===== src/rtl/store_buffer_if.sv =====
// CPU data-port and memory-port signal bundle for the store buffer.
// slave = buffer side, master = CPU plus memory side.
interface store_buffer_if #(
  parameter int n     = 16,
  parameter int DEPTH = 4
);
  localparam int CW = $clog2(DEPTH) + 1;

  logic          cpu_memwrite;
  logic          cpu_memread;
  logic [n-1:0]  cpu_addr;
  logic [n-1:0]  cpu_wdata;
  logic [n-1:0]  cpu_rdata;
  logic          stall;

  logic          mem_req;
  logic          mem_we;
  logic [n-1:0]  mem_addr;
  logic [n-1:0]  mem_wdata;
  logic [n-1:0]  mem_rdata;
  logic          mem_ack;

  logic [CW-1:0] count;

  modport slave (
    input  cpu_memwrite, cpu_memread, cpu_addr, cpu_wdata, mem_rdata, mem_ack,
    output cpu_rdata, stall, mem_req, mem_we, mem_addr, mem_wdata, count
  );

  modport master (
    output cpu_memwrite, cpu_memread, cpu_addr, cpu_wdata, mem_rdata, mem_ack,
    input  cpu_rdata, stall, mem_req, mem_we, mem_addr, mem_wdata, count
  );
endinterface


===== src/rtl/store_buffer.sv =====
// Posted-write buffer: stores accepted in zero cycles, loads forwarded on hit or fetched on miss.
// Backpressure: stall on store-while-full and from a load miss until the read-data cycle.
module store_buffer #(
  parameter int n     = 16,
  parameter int DEPTH = 4
) (
  input  logic          clk,
  input  logic          reset,
  store_buffer_if.slave bus
);
  localparam int AW = $clog2(DEPTH);
  localparam int CW = AW + 1;

  typedef enum logic [1:0] {IDLE, WRITE, READ, RDONE} state_t;

  state_t        state_q, state_d;
  logic [n-1:0]  fifo_addr_q [DEPTH];
  logic [n-1:0]  fifo_addr_d [DEPTH];
  logic [n-1:0]  fifo_data_q [DEPTH];
  logic [n-1:0]  fifo_data_d [DEPTH];
  logic [AW-1:0] head_q, head_d, tail_q, tail_d;
  logic [CW-1:0] count_q, count_d;
  logic          mem_req_q, mem_req_d, mem_we_q, mem_we_d;
  logic [n-1:0]  mem_addr_q, mem_addr_d, mem_wdata_q, mem_wdata_d;
  logic [n-1:0]  rdata_q, rdata_d;

  logic          full, empty, is_store, is_load, push, pop;
  logic          hit, miss, stall_c;
  logic [n-1:0]  hit_data, rdata_c;
  logic [AW-1:0] idx;

  assign full     = (count_q == CW'(DEPTH));
  assign empty    = (count_q == '0);
  assign is_store = bus.cpu_memwrite;
  assign is_load  = bus.cpu_memread && !bus.cpu_memwrite;
  assign push     = is_store && !full;
  assign miss     = is_load && !hit;

  // Scan oldest to youngest so the last match left standing is the youngest.
  always_comb begin
    hit      = 1'b0;
    hit_data = '0;
    idx      = '0;
    for (int i = 0; i < DEPTH; i++) begin
      idx = head_q + AW'(i);
      if (CW'(i) < count_q && fifo_addr_q[idx] == bus.cpu_addr) begin
        hit      = 1'b1;
        hit_data = fifo_data_q[idx];
      end
    end
  end

  always_comb begin
    state_d     = state_q;
    mem_req_d   = mem_req_q;
    mem_we_d    = mem_we_q;
    mem_addr_d  = mem_addr_q;
    mem_wdata_d = mem_wdata_q;
    rdata_d     = rdata_q;
    pop         = 1'b0;
    stall_c     = 1'b0;
    rdata_c     = (is_load && hit) ? hit_data : '0;
    case (state_q)
      IDLE: begin
        stall_c = (is_store && full) || miss;
        if (miss) begin
          state_d     = READ;
          mem_req_d   = 1'b1;
          mem_we_d    = 1'b0;
          mem_addr_d  = bus.cpu_addr;
          mem_wdata_d = '0;
        end else if (!empty) begin
          state_d     = WRITE;
          mem_req_d   = 1'b1;
          mem_we_d    = 1'b1;
          mem_addr_d  = fifo_addr_q[head_q];
          mem_wdata_d = fifo_data_q[head_q];
        end
      end
      WRITE: begin
        stall_c = (is_store && full) || miss;
        if (bus.mem_ack) begin
          pop         = 1'b1;
          state_d     = IDLE;
          mem_req_d   = 1'b0;
          mem_we_d    = 1'b0;
          mem_addr_d  = '0;
          mem_wdata_d = '0;
        end
      end
      READ: begin
        stall_c = 1'b1;
        if (bus.mem_ack) begin
          rdata_d    = bus.mem_rdata;
          state_d    = RDONE;
          mem_req_d  = 1'b0;
          mem_addr_d = '0;
        end
      end
      RDONE: begin
        stall_c = is_store && full;
        rdata_c = rdata_q;
        state_d = IDLE;
      end
      default: state_d = IDLE;
    endcase
  end

  always_comb begin
    fifo_addr_d = fifo_addr_q;
    fifo_data_d = fifo_data_q;
    if (push) begin
      fifo_addr_d[tail_q] = bus.cpu_addr;
      fifo_data_d[tail_q] = bus.cpu_wdata;
    end
    tail_d  = tail_q + AW'(push);
    head_d  = head_q + AW'(pop);
    count_d = count_q + CW'(push) - CW'(pop);
  end

  always_ff @(posedge clk or negedge reset) begin
    if (!reset) begin
      state_q     <= IDLE;
      head_q      <= '0;
      tail_q      <= '0;
      count_q     <= '0;
      mem_req_q   <= 1'b0;
      mem_we_q    <= 1'b0;
      mem_addr_q  <= '0;
      mem_wdata_q <= '0;
      rdata_q     <= '0;
      for (int i = 0; i < DEPTH; i++) begin
        fifo_addr_q[i] <= '0;
        fifo_data_q[i] <= '0;
      end
    end else begin
      state_q     <= state_d;
      head_q      <= head_d;
      tail_q      <= tail_d;
      count_q     <= count_d;
      mem_req_q   <= mem_req_d;
      mem_we_q    <= mem_we_d;
      mem_addr_q  <= mem_addr_d;
      mem_wdata_q <= mem_wdata_d;
      rdata_q     <= rdata_d;
      fifo_addr_q <= fifo_addr_d;
      fifo_data_q <= fifo_data_d;
    end
  end

  // Combinational outputs are forced quiet while reset is held, even if the CPU is mid-load.
  assign bus.stall     = stall_c && reset;
  assign bus.cpu_rdata = reset ? rdata_c : '0;
  assign bus.mem_req   = mem_req_q;
  assign bus.mem_we    = mem_we_q;
  assign bus.mem_addr  = mem_addr_q;
  assign bus.mem_wdata = mem_wdata_q;
  assign bus.count     = count_q;
endmodule


===== src/flat_wrapper.sv =====
// flat-port wrapper written by rule: the top's interface ports become plain ports
module store_buffer_flat 
#(
  parameter int n     = 16,
  parameter int DEPTH = 4
)
  (clk, reset, bus_cpu_memwrite, bus_cpu_memread, bus_cpu_addr, bus_cpu_wdata, bus_mem_rdata, bus_mem_ack, bus_cpu_rdata, bus_stall, bus_mem_req, bus_mem_we, bus_mem_addr, bus_mem_wdata, bus_count);
  store_buffer_if #(.n(n), .DEPTH(DEPTH)) bus_i ();
  input  logic clk;
  input  logic reset;
  input wire logic [$bits(bus_i.cpu_memwrite)-1:0] bus_cpu_memwrite;
  input wire logic [$bits(bus_i.cpu_memread)-1:0] bus_cpu_memread;
  input wire logic [$bits(bus_i.cpu_addr)-1:0] bus_cpu_addr;
  input wire logic [$bits(bus_i.cpu_wdata)-1:0] bus_cpu_wdata;
  input wire logic [$bits(bus_i.mem_rdata)-1:0] bus_mem_rdata;
  input wire logic [$bits(bus_i.mem_ack)-1:0] bus_mem_ack;
  output wire logic [$bits(bus_i.cpu_rdata)-1:0] bus_cpu_rdata;
  output wire logic [$bits(bus_i.stall)-1:0] bus_stall;
  output wire logic [$bits(bus_i.mem_req)-1:0] bus_mem_req;
  output wire logic [$bits(bus_i.mem_we)-1:0] bus_mem_we;
  output wire logic [$bits(bus_i.mem_addr)-1:0] bus_mem_addr;
  output wire logic [$bits(bus_i.mem_wdata)-1:0] bus_mem_wdata;
  output wire logic [$bits(bus_i.count)-1:0] bus_count;
  assign bus_i.cpu_memwrite = bus_cpu_memwrite;
  assign bus_i.cpu_memread = bus_cpu_memread;
  assign bus_i.cpu_addr = bus_cpu_addr;
  assign bus_i.cpu_wdata = bus_cpu_wdata;
  assign bus_i.mem_rdata = bus_mem_rdata;
  assign bus_i.mem_ack = bus_mem_ack;
  assign bus_cpu_rdata = bus_i.cpu_rdata;
  assign bus_stall = bus_i.stall;
  assign bus_mem_req = bus_i.mem_req;
  assign bus_mem_we = bus_i.mem_we;
  assign bus_mem_addr = bus_i.mem_addr;
  assign bus_mem_wdata = bus_i.mem_wdata;
  assign bus_count = bus_i.count;
  store_buffer #(.n(n), .DEPTH(DEPTH)) u_core (.clk(clk), .reset(reset), .bus(bus_i));
endmodule

===== config.mk =====
export PLATFORM = sky130hd
export DESIGN_NAME = store_buffer_flat
export DESIGN_NICKNAME = d
export VERILOG_FILES = /design/src/rtl/store_buffer_if.sv /design/src/rtl/store_buffer.sv /design/src/flat_wrapper.sv
export SDC_FILE = /design/constraint.sdc
export NUM_CORES = 1
export LEC_CHECK = 0
export ABC_AREA = 1
export ABC_CLOCK_PERIOD_IN_PS = 4000
export CAP_MARGIN = 20
export CORE_AREA = 10 10 201 203
export CTS_BUF_LIST = sky130_fd_sc_hd__clkbuf_4 sky130_fd_sc_hd__clkbuf_8
export CTS_CLUSTER_SIZE = 20
export DETAILED_ROUTE_END_ITERATION = 12
export DIE_AREA = 0 0 211 213
export GPL_TIMING_DRIVEN = 0
export HOLD_SLACK_MARGIN = 0.06
export PLACE_DENSITY_LB_ADDON = 0.2
export SYNTH_ARGS = -nofsm -noshare
export SYNTH_HDL_FRONTEND = slang
export SYNTH_SLANG_ARGS = --single-unit

===== constraint.sdc =====
create_clock -name clk -period 4 [get_ports clk]
set_clock_uncertainty 0.1 [all_clocks]
set_input_delay 0.8 -clock clk [delete_from_list [all_inputs] [get_ports clk]]
set_output_delay 0.8 -clock clk [all_outputs]
set_load 0.02 [all_outputs]

==> flow_metrics.env <==
export IMPL_outcome="finished with violations"
export IMPL_violations="setup timing"
export IMPL_synthFlopType="dfrtp_1"
export IMPL_r2r_slack_ns=0.51
export IMPL_clock_sinks=187
export IMPL_period_share_pct=106.5
export IMPL_clock_latency_ns=0.53
export IMPL_cts_hold_buf=0
export IMPL_max_stage_delay_ns=0.56
export IMPL_fmax_mhz=234.7
export IMPL_grt_pass1_vias=13400
export IMPL_grtUsageTotal_pct=22.56
export IMPL_syn_area_mm2=0.01293
export IMPL_synth_common_cells="nand2_1 (894), o21ai_0 (256), nand3_1 (200)"
export IMPL_hold_viol=0
export IMPL_finalSetupTns_ns=-3.115
export IMPL_io_pins=107
export IMPL_setup_violations=17
export IMPL_antenna_left=0
export IMPL_routabilityCongestion=0.9601
export IMPL_synth_most_common_cell="nand2_1"
export IMPL_die_y_um=213
export IMPL_p_switching_uw=7964
export IMPL_nets=2307
export IMPL_core_area_mm2=0.03626
export IMPL_grt_pass1_wl_um=78670
export IMPL_path_buf_inv=5
export IMPL_power_frac_clock_pct=9.4
export IMPL_ys_types=32
export IMPL_avgSynthCellArea_um2=6.240
export IMPL_hold_path_class="in -> async"
export IMPL_cts_tree="built"
export IMPL_ys_seq_elements=187
export IMPL_grt_max_degree=96
export IMPL_n_fill_cell=3811
export IMPL_viasPerCell=5.307
export IMPL_yosysSeqAreaShare_pct=36.19
export IMPL_peakVddDrop_uv=336.9
export IMPL_synth_largest_area_cell="dfrtp_1"
export IMPL_dieArea_mm2=0.04494
export IMPL_die_width_um=211
export IMPL_holdWs_ns=0.1473
export IMPL_drv_cap=0
export IMPL_yosysTopAreaCellShare_pct=36.19
export IMPL_power_frac_comb_pct=67.6
export IMPL_worstPathArrival_ns=3.36
export IMPL_cts_buffer_depth=2
export IMPL_syn_to_final_growth_pct=26.82
export IMPL_drive_gt1_share_pct=13.79
export IMPL_rr_startpoint="u_core.head_q[0]$_DFF_PN0_"
export IMPL_antenna_found_initial=2
export IMPL_critPathKind="reg -> out"
export IMPL_start_util_pct=35.66
export IMPL_slew_viol_final=0
export IMPL_crit_family="simple AND/OR/NAND/NOR gates"
export IMPL_worstPathMaxFanout=7
export IMPL_drt_iter0_drc=1637
export IMPL_cp_slowest_cell="dfrtp_2"
export IMPL_via_count=14466
export IMPL_rsz0062_at_grt="true"
export IMPL_synth_area_top_cells="dfrtp_1 (36%), nand2_1 (26%), o21ai_0 (9.9%)"
export IMPL_setup_slack_ns=-0.2611
export IMPL_r2r_end="u_core.bus.mem_addr[2]$_DFFE_PN0P_"
export IMPL_p_seq_share_pct=23.0
export IMPL_routed_wl_um=52200
export IMPL_dpl_hpwl_um=38470
export IMPL_drc=0
export IMPL_syn_nets=2136
export IMPL_cp_required_ns=3.10
export IMPL_cts_made_buffers=17
export IMPL_clockRootBuffer="clkbuf_8"
export IMPL_fp_row_count=70
export IMPL_netlist_instances=2072
export IMPL_overflow=0
export IMPL_p_leak_uw=0.008379
export IMPL_start_kind="register"
export IMPL_routedWlPerCell_um=19.15
export IMPL_p_int_uw=6816
export IMPL_path_cells="buf_6 > nand2_2 > nand2_4 > buf_8 > buf_6 > nand2_1 > nand3_1 > nand2_1 > nor2_1 > nand2_1 > nor2_1 > nand3_2 > nand2_4 > o21ai_4 > buf_6 > nor2_1 > nand2_1 > a21oi_2 > buf_6"
export IMPL_numPortBuffers=104
export IMPL_firstDrtPassIters=8
export IMPL_finalCriticalPeriod_ns=4.261
export IMPL_relSlewSlack_pct=35.80
export IMPL_htree_num_levels=4
export IMPL_synth_edff_count=0
export IMPL_cp_end_kind="output pin"
export IMPL_synthArstFlopShare_pct=100.0
export IMPL_switching_share_pct=53.88
export IMPL_clk_pin_slew_worst_paths_ns=0.12
export IMPL_power_density_mw_per_mm2=901.3
export IMPL_rr_worst_depth=22
export IMPL_yosysWarningCount=0
export IMPL_max_slew_worst_pin_slew_ns=0.9630
==> cell families (layout without fill, tap and decap cells) <==
family | count (synthesis) | after routing | share of synthesized area [%]
flops | 187 | 187 | 36.19
buf+inv | 297 | 481 | 9.551
fa+ha+maj | 11 | 11 | 1.123
other cells | 0 | 2 | 0
mux | 16 | 16 | 1.393
compound gates | 300 | 300 | 11.88
xor+xnor | 3 | 3 | 0.2032
simple gates | 1258 | 1258 | 39.66
==> per-layer routing <==
layer | global-route usage (%) | vias to the layer above | part of all wire (%)
met4 | 6.968 | 2 | 2.7
met3 | 4.091 | 98 | 9.6
li1 | - | 6904 | -
met5 | 0 | - | 0.023
met1 | 31.95 | 6783 | 45
met2 | 34.02 | 679 | 43
==> worst max-delay path by stage <==
stage | to | start | slack, ns | depth (start not counted)
2_1_floorplan | bus_cpu_rdata[10] | bus_cpu_addr[1] | 0.58 | 12
3_3_place_gp | bus_cpu_rdata[5] | reset | -7.56 | 5
3_5_place_dp | bus_cpu_rdata[13] | bus_cpu_addr[5] | -1.17 | 15
4_1_cts | bus_cpu_rdata[13] | u_core.head_q[0]$_DFF_PN0_ | -0.13 | 19
5_1_grt | bus_cpu_rdata[5] | u_core.head_q[0]$_DFF_PN0_ | -0.39 | 20
6_report | bus_cpu_rdata[5] | u_core.head_q[0]$_DFF_PN0_ | -0.26 | 19
==> layout by cell type (no fill, tap or decap), types with 24 or more instances in the layout <==
cell type | synthesis | layout
buf_4 | 13 | 45
buf_6 | 5 | 30
clkbuf_1 | 62 | 44
clkdlybuf4s50_1 | 0 | 76
dfrtp_1 | 187 | 186
inv_1 | 180 | 178
nand2_1 | 894 | 847
nand2_2 | 5 | 45
nand3_1 | 200 | 181
nand4_1 | 24 | 24
nor2_1 | 123 | 96
o21ai_0 | 256 | 237
==> registers in the layout (all words and copies together), names as in the netlist <==
signal                count
u_core.tail_q             2
u_core.bus.mem_addr      16
u_core.bus.mem_wdata     16
u_core.head_q             2
u_core.bus.mem_req        1
u_core.fifo_addr_q       64
u_core.rdata_q           16
u_core.state_q            2
u_core.bus.count          3
u_core.fifo_data_q       64
u_core.bus.mem_we         1
==> repair_timing <==
action                                  4_1_cts  5_1_grt
gates resized for setup                     244      171
endpoints found under the setup margin       17       17
pin swaps                                    24       35
setup buffers                                22       20
hold endpoints to repair                      0        0
cloned                                        2        5
==> power groups by stage <==
stage | Clock (uW) | Sequential [uW] | Combinational [uW]
finish | 1390 | 3400 | 9980
CTS | 1410 | 3370 | 8870
global route | 1490 | 3510 | 11000
global placement | 0 | 3380 | 8050
detailed placement | 0 | 3400 | 8210
floorplan | 0 | 3370 | 5440
==> stage by stage <==
step | worst slack (ns) | util, % | instance area, um^2 | instances | power (uW)
4_1_cts | -0.1268 | 43.08 | 15620 | 2701 | 13650
2_1_floorplan | 0.5796 | - | 12930 | 2072 | 8805
3_5_place_dp | -1.175 | 40.27 | 14600 | 2646 | 11610
6_report | -0.2611 | 45.22 | 16400 | 2726 | 14780
3_3_place_gp | -7.555 | 40.14 | 14560 | 2644 | 11420
5_1_grt | -0.3859 | 45.22 | 16400 | 2725 | 15950
==> area by class of cell <==
type | instances | area (um^2) | area share (%)
clock inverters | 14 | 165.2 | 1.007
clock buffers | 18 | 247.7 | 1.511
diodes | 2 | 5.005 | 0.03052
plain buffers | 110 | 893.4 | 5.448
well taps | 468 | 585.6 | 3.571
inverters | 184 | 713.2 | 4.349
multi-input cells | 1588 | 7506 | 45.77
flip-flops and latches | 187 | 4681 | 28.54
repair buffers | 155 | 1602 | 9.767
No activity file was read; power rests on OpenSTA's default activity.
